File: config.mk
export PLATFORM = sky130hd
export DESIGN_NAME = fp_mul_pipe
export DESIGN_NICKNAME = d
export VERILOG_FILES = /design/src/rtl/fp_mul_pkg.sv /design/src/rtl/fp_round_norm.sv /design/src/rtl/fp_mul_pipe.sv
export SDC_FILE = /design/constraint.sdc
export NUM_CORES = 2
export LEC_CHECK = 0
export CORE_MARGIN = 2
export CORE_UTILIZATION = 40
export CTS_BUF_LIST = sky130_fd_sc_hd__clkbuf_4
export DETAILED_ROUTE_END_ITERATION = 10
export HOLD_SLACK_MARGIN = 0.05
export SLEW_MARGIN = 40
export SYNTH_ARGS = -nofsm -noshare
export SYNTH_HDL_FRONTEND = slang
export SYNTH_SLANG_ARGS = --single-unit
File: constraint.sdc
create_clock -name clk -period 14.6 [get_ports clk]
set_input_delay 2.92 -clock clk [delete_from_list [all_inputs] [get_ports clk]]
set_output_delay 2.92 -clock clk [all_outputs]
set_load 0.05 [all_outputs]
File: src/rtl/fp_mul_pkg.sv
// Shared types and helpers for the pipelined FP multiplier.
// Operand classes, flag bit positions, bias and canonical QNaN.
package fp_mul_pkg;

    typedef enum logic [2:0] {
        CLS_ZERO = 3'd0,
        CLS_NORM = 3'd1,
        CLS_SUB  = 3'd2,
        CLS_INF  = 3'd3,
        CLS_NAN  = 3'd4
    } fp_cls_e;

    localparam int FLG_INV = 3;
    localparam int FLG_OVF = 2;
    localparam int FLG_UNF = 1;
    localparam int FLG_NX  = 0;

    function automatic int fp_bias(input int exp_w);
        return (1 << (exp_w - 1)) - 1;
    endfunction

    // LSB-aligned in a wide vector; callers keep the low FP_W bits
    function automatic logic [127:0] fp_qnan(input int exp_w, input int man_w);
        logic [127:0] v;
        v = '0;
        for (int i = 0; i < exp_w; i++) begin
            v[man_w + i] = 1'b1;
        end
        v[man_w - 1] = 1'b1;
        return v;
    endfunction

endpackage

File: src/rtl/fp_round_norm.sv
// Normalise, round-to-nearest-even and pack a significand product.
// FP_MUL_SUBNORMAL_EN adds the leading-zero normaliser and denormal shifter.
module fp_round_norm
    import fp_mul_pkg::*;
#(
    parameter int EXP_W = 8,
    parameter int MAN_W = 23,
    localparam int FP_W = 1 + EXP_W + MAN_W,
    localparam int PW = 2 * MAN_W + 2
) (
    input  logic                    i_sign,
    input  logic signed [EXP_W+1:0] i_exp,
    input  logic [PW-1:0]           i_prod,
    input  fp_cls_e                 i_cls,
    output logic [FP_W-1:0]         o_res,
    output logic [3:0]              o_flags
);

    localparam logic [127:0] QNAN_X = fp_qnan(EXP_W, MAN_W);
    localparam logic [FP_W-1:0] QNAN = QNAN_X[FP_W-1:0];
    localparam int EMAX = (1 << EXP_W) - 1;

    int               w_en;
    int               w_er;
    logic [PW-1:0]    w_norm;
    logic [MAN_W:0]   w_mant;
    logic [MAN_W+1:0] w_mr;
    logic             w_g;
    logic             w_s;
    logic             w_stk;
    logic             w_rup;
    logic             w_tiny;
    logic             w_nx;
    logic             w_flush;
    logic             w_uf;
`ifdef FP_MUL_SUBNORMAL_EN
    int               w_lz;
    int               w_sh;
    logic             w_found;
`endif

    always_comb begin
        w_en  = int'(i_exp) + 1;
        w_stk = 1'b0;
`ifdef FP_MUL_SUBNORMAL_EN
        w_lz    = 0;
        w_found = 1'b0;
        for (int i = PW - 1; i >= 0; i--) begin
            if (!w_found) begin
                if (i_prod[i]) w_found = 1'b1;
                else           w_lz = w_lz + 1;
            end
        end
        w_norm = i_prod << w_lz;
        w_en   = w_en - w_lz;
        w_tiny = (w_en < 1);
        w_sh   = 0;
        // Tiny results drop into the subnormal field (exponent code 0)
        if (w_tiny) begin
            w_sh   = (1 - w_en > PW) ? PW : 1 - w_en;
            w_stk  = |(w_norm & ~({PW{1'b1}} << w_sh));
            w_norm = w_norm >> w_sh;
            w_en   = 0;
        end
        w_flush = 1'b0;
`else
        w_norm = i_prod[PW-1] ? i_prod : i_prod << 1;
        if (!i_prod[PW-1]) w_en = w_en - 1;
        w_tiny  = (w_en < 1);
        w_flush = w_tiny;
`endif
        w_mant = w_norm[PW-1 -: MAN_W+1];
        w_g    = w_norm[MAN_W];
        w_s    = (|w_norm[MAN_W-1:0]) | w_stk;
        w_rup  = w_g & (w_s | w_mant[0]);
        w_mr   = {1'b0, w_mant} + {{(MAN_W+1){1'b0}}, w_rup};
        w_er   = w_en;
        if (w_mr[MAN_W+1]) begin
            w_mr = w_mr >> 1;
            w_er = w_er + 1;
        end else if (w_er == 0 && w_mr[MAN_W]) begin
            w_er = 1;
        end
        w_nx = w_g | w_s;
`ifdef FP_MUL_SUBNORMAL_EN
        w_uf = w_tiny & w_nx;
`else
        w_uf = 1'b0;
`endif

        o_res   = '0;
        o_flags = '0;
        case (i_cls)
            CLS_NAN: begin
                o_res            = QNAN;
                o_flags[FLG_INV] = 1'b1;
            end
            CLS_INF:  o_res = {i_sign, {EXP_W{1'b1}}, {MAN_W{1'b0}}};
            CLS_ZERO: o_res = {i_sign, {(FP_W-1){1'b0}}};
            default: begin
                if (w_flush) begin
                    o_res            = {i_sign, {(FP_W-1){1'b0}}};
                    o_flags[FLG_UNF] = 1'b1;
                    o_flags[FLG_NX]  = 1'b1;
                end else if (w_er >= EMAX) begin
                    o_res            = {i_sign, {EXP_W{1'b1}}, {MAN_W{1'b0}}};
                    o_flags[FLG_OVF] = 1'b1;
                    o_flags[FLG_NX]  = 1'b1;
                end else begin
                    o_res            = {i_sign, w_er[EXP_W-1:0], w_mr[MAN_W-1:0]};
                    o_flags[FLG_NX]  = w_nx;
                    o_flags[FLG_UNF] = w_uf;
                end
            end
        endcase
    end

endmodule

File: src/rtl/fp_mul_pipe.sv
// 3-stage IEEE-754-style multiplier, RNE, flags, valid/ready backpressure.
// Define FP_MUL_SUBNORMAL_EN for gradual underflow; default flushes to zero.
module fp_mul_pipe
    import fp_mul_pkg::*;
#(
    parameter int EXP_W = 8,
    parameter int MAN_W = 23,
    localparam int FP_W = 1 + EXP_W + MAN_W
) (
    input  logic            clk,
    input  logic            rst,
    input  logic            in_valid,
    output logic            in_ready,
    input  logic [FP_W-1:0] FP_A,
    input  logic [FP_W-1:0] FP_B,
    output logic            out_valid,
    input  logic            out_ready,
    output logic [FP_W-1:0] FP_out,
    output logic [3:0]      flags
);

    localparam int PW = 2 * MAN_W + 2;
    localparam int XW = EXP_W + 2;
    localparam logic [XW-1:0] BIAS = XW'(fp_bias(EXP_W));

    function automatic fp_cls_e classify(
        input logic [EXP_W-1:0] e,
        input logic [MAN_W-1:0] f
    );
        if (&e) return (|f) ? CLS_NAN : CLS_INF;
`ifdef FP_MUL_SUBNORMAL_EN
        if (e == '0) return (|f) ? CLS_SUB : CLS_ZERO;
`else
        if (e == '0) return CLS_ZERO;
`endif
        return CLS_NORM;
    endfunction

    logic [EXP_W-1:0] w_ea, w_eb;
    logic [MAN_W-1:0] w_fa, w_fb;
    logic [MAN_W:0]   w_ma, w_mb;
    logic [XW-1:0]    w_xa, w_xb, w_exp;
    fp_cls_e          w_ca, w_cb, w_cls;
    logic             w_stall;
    logic [FP_W-1:0]  w_res;
    logic [3:0]       w_flags;

    logic                 r1_valid, r2_valid, r3_valid;
    logic                 r1_sign, r2_sign;
    logic signed [XW-1:0] r1_exp, r2_exp;
    logic [MAN_W:0]       r1_ma, r1_mb;
    fp_cls_e              r1_cls, r2_cls;
    logic [PW-1:0]        r2_prod;
    logic [FP_W-1:0]      r3_out;
    logic [3:0]           r3_flags;

    assign w_stall   = r3_valid & ~out_ready;
    assign in_ready  = ~w_stall;
    assign out_valid = r3_valid;
    assign FP_out    = r3_out;
    assign flags     = r3_flags;

    always_comb begin
        w_ea = FP_A[FP_W-2 -: EXP_W];
        w_eb = FP_B[FP_W-2 -: EXP_W];
        w_fa = FP_A[MAN_W-1:0];
        w_fb = FP_B[MAN_W-1:0];
        w_ca = classify(w_ea, w_fa);
        w_cb = classify(w_eb, w_fb);
        w_ma = {w_ca == CLS_NORM, w_fa};
        w_mb = {w_cb == CLS_NORM, w_fb};
        // Subnormals have exponent code 0 but weigh as exponent 1
        w_xa  = {2'b00, w_ea} | XW'(w_ca == CLS_SUB);
        w_xb  = {2'b00, w_eb} | XW'(w_cb == CLS_SUB);
        w_exp = w_xa + w_xb - BIAS;
        if (w_ca == CLS_NAN || w_cb == CLS_NAN
            || (w_ca == CLS_INF && w_cb == CLS_ZERO)
            || (w_ca == CLS_ZERO && w_cb == CLS_INF)) begin
            w_cls = CLS_NAN;
        end else if (w_ca == CLS_INF || w_cb == CLS_INF) begin
            w_cls = CLS_INF;
        end else if (w_ca == CLS_ZERO || w_cb == CLS_ZERO) begin
            w_cls = CLS_ZERO;
        end else begin
            w_cls = CLS_NORM;
        end
    end

    always_ff @(posedge clk) begin
        if (rst) begin
            r1_valid <= 1'b0;
            r1_sign  <= 1'b0;
            r1_exp   <= '0;
            r1_ma    <= '0;
            r1_mb    <= '0;
            r1_cls   <= CLS_ZERO;
        end else if (!w_stall) begin
            r1_valid <= in_valid;
            r1_sign  <= FP_A[FP_W-1] ^ FP_B[FP_W-1];
            r1_exp   <= $signed(w_exp);
            r1_ma    <= w_ma;
            r1_mb    <= w_mb;
            r1_cls   <= w_cls;
        end
    end

    always_ff @(posedge clk) begin
        if (rst) begin
            r2_valid <= 1'b0;
            r2_sign  <= 1'b0;
            r2_exp   <= '0;
            r2_prod  <= '0;
            r2_cls   <= CLS_ZERO;
        end else if (!w_stall) begin
            r2_valid <= r1_valid;
            r2_sign  <= r1_sign;
            r2_exp   <= r1_exp;
            r2_prod  <= PW'(r1_ma) * PW'(r1_mb);
            r2_cls   <= r1_cls;
        end
    end

    fp_round_norm #(
        .EXP_W (EXP_W),
        .MAN_W (MAN_W)
    ) u_round (
        .i_sign  (r2_sign),
        .i_exp   (r2_exp),
        .i_prod  (r2_prod),
        .i_cls   (r2_cls),
        .o_res   (w_res),
        .o_flags (w_flags)
    );

    always_ff @(posedge clk) begin
        if (rst) begin
            r3_valid <= 1'b0;
            r3_out   <= '0;
            r3_flags <= '0;
        end else if (!w_stall) begin
            r3_valid <= r2_valid;
            r3_out   <= w_res;
            r3_flags <= w_flags;
        end
    end

endmodule

==> flow_summary.toml <==
[run]
drv_cap = 0

[synthesis]
syn_inst = 3448
synth_cell_types = 96
ys_warn_count = 0
ys_seq_area_share_pct = 11.41
syn_area_um2 = 28600
async_reset_ff_share_pct = 0
synth_top_area_share_pct = 33.80
synth_flop_cell = "dfxtp_1"
synth-edff-count = 0
yosys.area.top_type = "fa_1"
ys_ff_latch = 163
yosys-top-cells-area = "fa_1, dfxtp_1, ha_1"
syn_nets = 4201
synth.avg_cell_area_um2 = 8.296

[timing]
period_needed_ns = 8.404
slew_viol_final = 0
rsz0062_at_grt = "no"
setup_viol = 0
fin_skew_ns = 0.04285
worst_hold_slack_ns = 0.4627
slew_headroom_pct = 40.88
finalSetupTns_ns = 0
hold_violations = 0
final.period_utilization_pct = 57.56
worst_slack_ns = 6.196
tightest_slew_ns = 0.8788
max_freq_ghz = 0.1190

[critical_path]
crit_fanout = 25
cp_data_required_time_ns = 15.19
startpoint_type = "flop"
crit_type = "flop to flop"
arrival_ns = 8.99
cp-end-kind = "flop"

[clocking]
cts_root_buffer = "clkbuf_4"
cts_hold_buf = 0
cts_setup_buffers = 0
cts_max_level = 4
cts.path.max_buffers = 2
cts_buffers = 17
cts_resized = 0
insertion_delay_ns = 0.69
clk_pin_slew_worst_paths_ns = 0.18
tritoncts = "built"
clock-sinks = 163

[place]
dp_slack_ns = 6.166
port_buffers = 105
gp_congestion = 0.9162
dpl-instance-area_um2 = 30440
place_hpwl_um = 62400
dp.cells = 4351

[floorplanning]
design.portCount = 106
chipWidth_um = 271.4
row_count = 98
die_height_um = 271.4
initial_core_util_pct = 40.22
fp.dieArea_um2 = 73660
coreArea_um2 = 71120

[global_routing]
grtUsageMet3_pct = 4.803
met2_usage_pct = 35.01
grt_remaining_overflow = 0
grt_max_degree = 78
grt_busiest_layer = "met2"
grt_pass1_vias = 23620
track_usage_pct = 22.66
grt_pass1_wl_um = 132500
use_met1_pct = 32.68
antenna_found_initial = 1

[outcome]
status = "complete, no violations"

[detailed_routing]
viasPerCell = 5.246
drtIter0Drc = 1695
drc = 0
via_count = 22990
ant_nets = 0
wl_um = 80240
wl_per_cell_um = 18.31
dr.pass1.iters = 5

[layout]
drive_gt1_share_pct = 4.312
stdcell_area_um2 = 30720
syn2layout_area_growth_pct = 7.384
fillers = 7192
final_nets = 4173
final_core_util_pct = 43.19
fin_cells = 4383

[power_and_ir_drop]
worst_ir_drop_vdd_uv = 94.46
power.leakage_nw = 14.06
finalPower_mw = 2.880
powerDensity_nw_per_um2 = 93.78

[worst_hold_path]
worstHoldPathType = "flop to flop"
synthesized netlist by cell type (12+ instances only):
cell type,number
a21oi_1,176
nor2b_1,13
o211ai_1,21
nor4_1,45
a211oi_1,33
xnor2_1,61
and3_1,17
and2_1,300
or3_1,12
fa_1,483
dfxtp_1,163
nand4_1,39
a21o_1,30
a31oi_1,17
nand2_1,607
o21ai_0,48
buf_2,25
nor2_1,90
nand3_1,46
ha_1,202
inv_1,581
clkbuf_1,159
o21bai_1,12
nor3_1,38
power by group:
part	internal, mW	switching, mW	total [mW]
clock	0.0758	0.215	0.291
combinational	0.787	1.20	1.98
sequential	0.512	0.0948	0.607
total	1.37	1.51	2.88
kinds of logic after synthesis:
kind of cell | count (synthesis) | share of synthesized area [%]
multiplexers | 14 | 0.5074
AO/OA/AOI/OAI | 454 | 10.72
XOR/XNOR | 74 | 2.340
flip-flops | 163 | 11.41
buffers and inverters | 783 | 10.54
adder cells (fa/ha/maj) | 685 | 42.64
AND/OR/NAND/NOR | 1275 | 21.84
layout make-up:
class / instances / area [um^2] / area share (%)
Clock buffer: 17 / 127.6 / 0.4155
Timing Repair Buffer: 153 / 1421 / 4.627
Inverter: 583 / 2191 / 7.133
Multi-Input combinational cell: 2502 / 22360 / 72.80
Sequential cell: 163 / 3282 / 10.68
Antenna cell: 1 / 2.502 / 0.008147
Tap cell: 950 / 1189 / 3.870
Clock inverter: 14 / 141.4 / 0.4603
worst paths after layout:
path              startpoint  slack (ns)  depth (start not counted)     endpoint
hold / removal     r1_mb[23]        0.46                          2    r1_mb[23]
setup / recovery   r1_ma[14]        6.20                         24  r2_prod[46]
setup reg to reg   r1_ma[14]        6.20                         24  r2_prod[46]
hold reg to reg    r1_mb[23]        0.46                          2    r1_mb[23]
layout by cell type, fill, tap and decap left out, types with 17 or more instances in the layout:
cell,n
nor3_1,38
a21o_1,30
o21ai_0,48
a31oi_1,17
inv_1,581
o211ai_1,21
clkbuf_4,17
a211oi_1,33
and2_1,300
fa_1,483
nand4_1,39
dfxtp_1,148
buf_4,48
xnor2_1,61
nor2_1,89
clkdlybuf4s50_1,104
nand2_1,607
and3_1,17
nand3_1,46
a21oi_1,176
nor4_1,43
ha_1,202
worst max-delay path, stage by stage (launching register included):
cell and delay (ns):
dfxtp_2 0.79, and2_1 0.24, fa_1 0.45, fa_1 0.56
inv_1 0.06, fa_1 0.52, inv_1 0.05, fa_1 0.49
inv_1 0.05, fa_1 0.53, inv_1 0.05, fa_1 0.47
inv_1 0.05, fa_1 0.47, inv_1 0.04, ha_1 0.32
a21o_1 0.23, a2111oi_0 0.57, o21ai_0 0.15, a221o_1 0.48
o31ai_2 0.38, a211oi_1 0.19, a211oi_1 0.65, mux2i_1 0.16
a2111oi_0 0.37
flip-flops by register name, summed over array words and instances (netlist names):
register / flops
r1_cls: 3
r2_prod: 48
r1_exp: 10
flags: 4
r2_valid: 1
r2_cls: 3
r1_ma: 24
r1_mb: 24
r1_valid: 1
r2_exp: 10
out_valid: 1
r2_sign: 1
r1_sign: 1
FP_out: 32
layer usage:
metal | vias up | part of all wire (%)
met4 | 0 | 1.7
met3 | 77 | 7.2
li1 | 10820 | -
met5 | - | 0
met2 | 651 | 45
met1 | 11440 | 46
(Power assumes the default switching activity.)
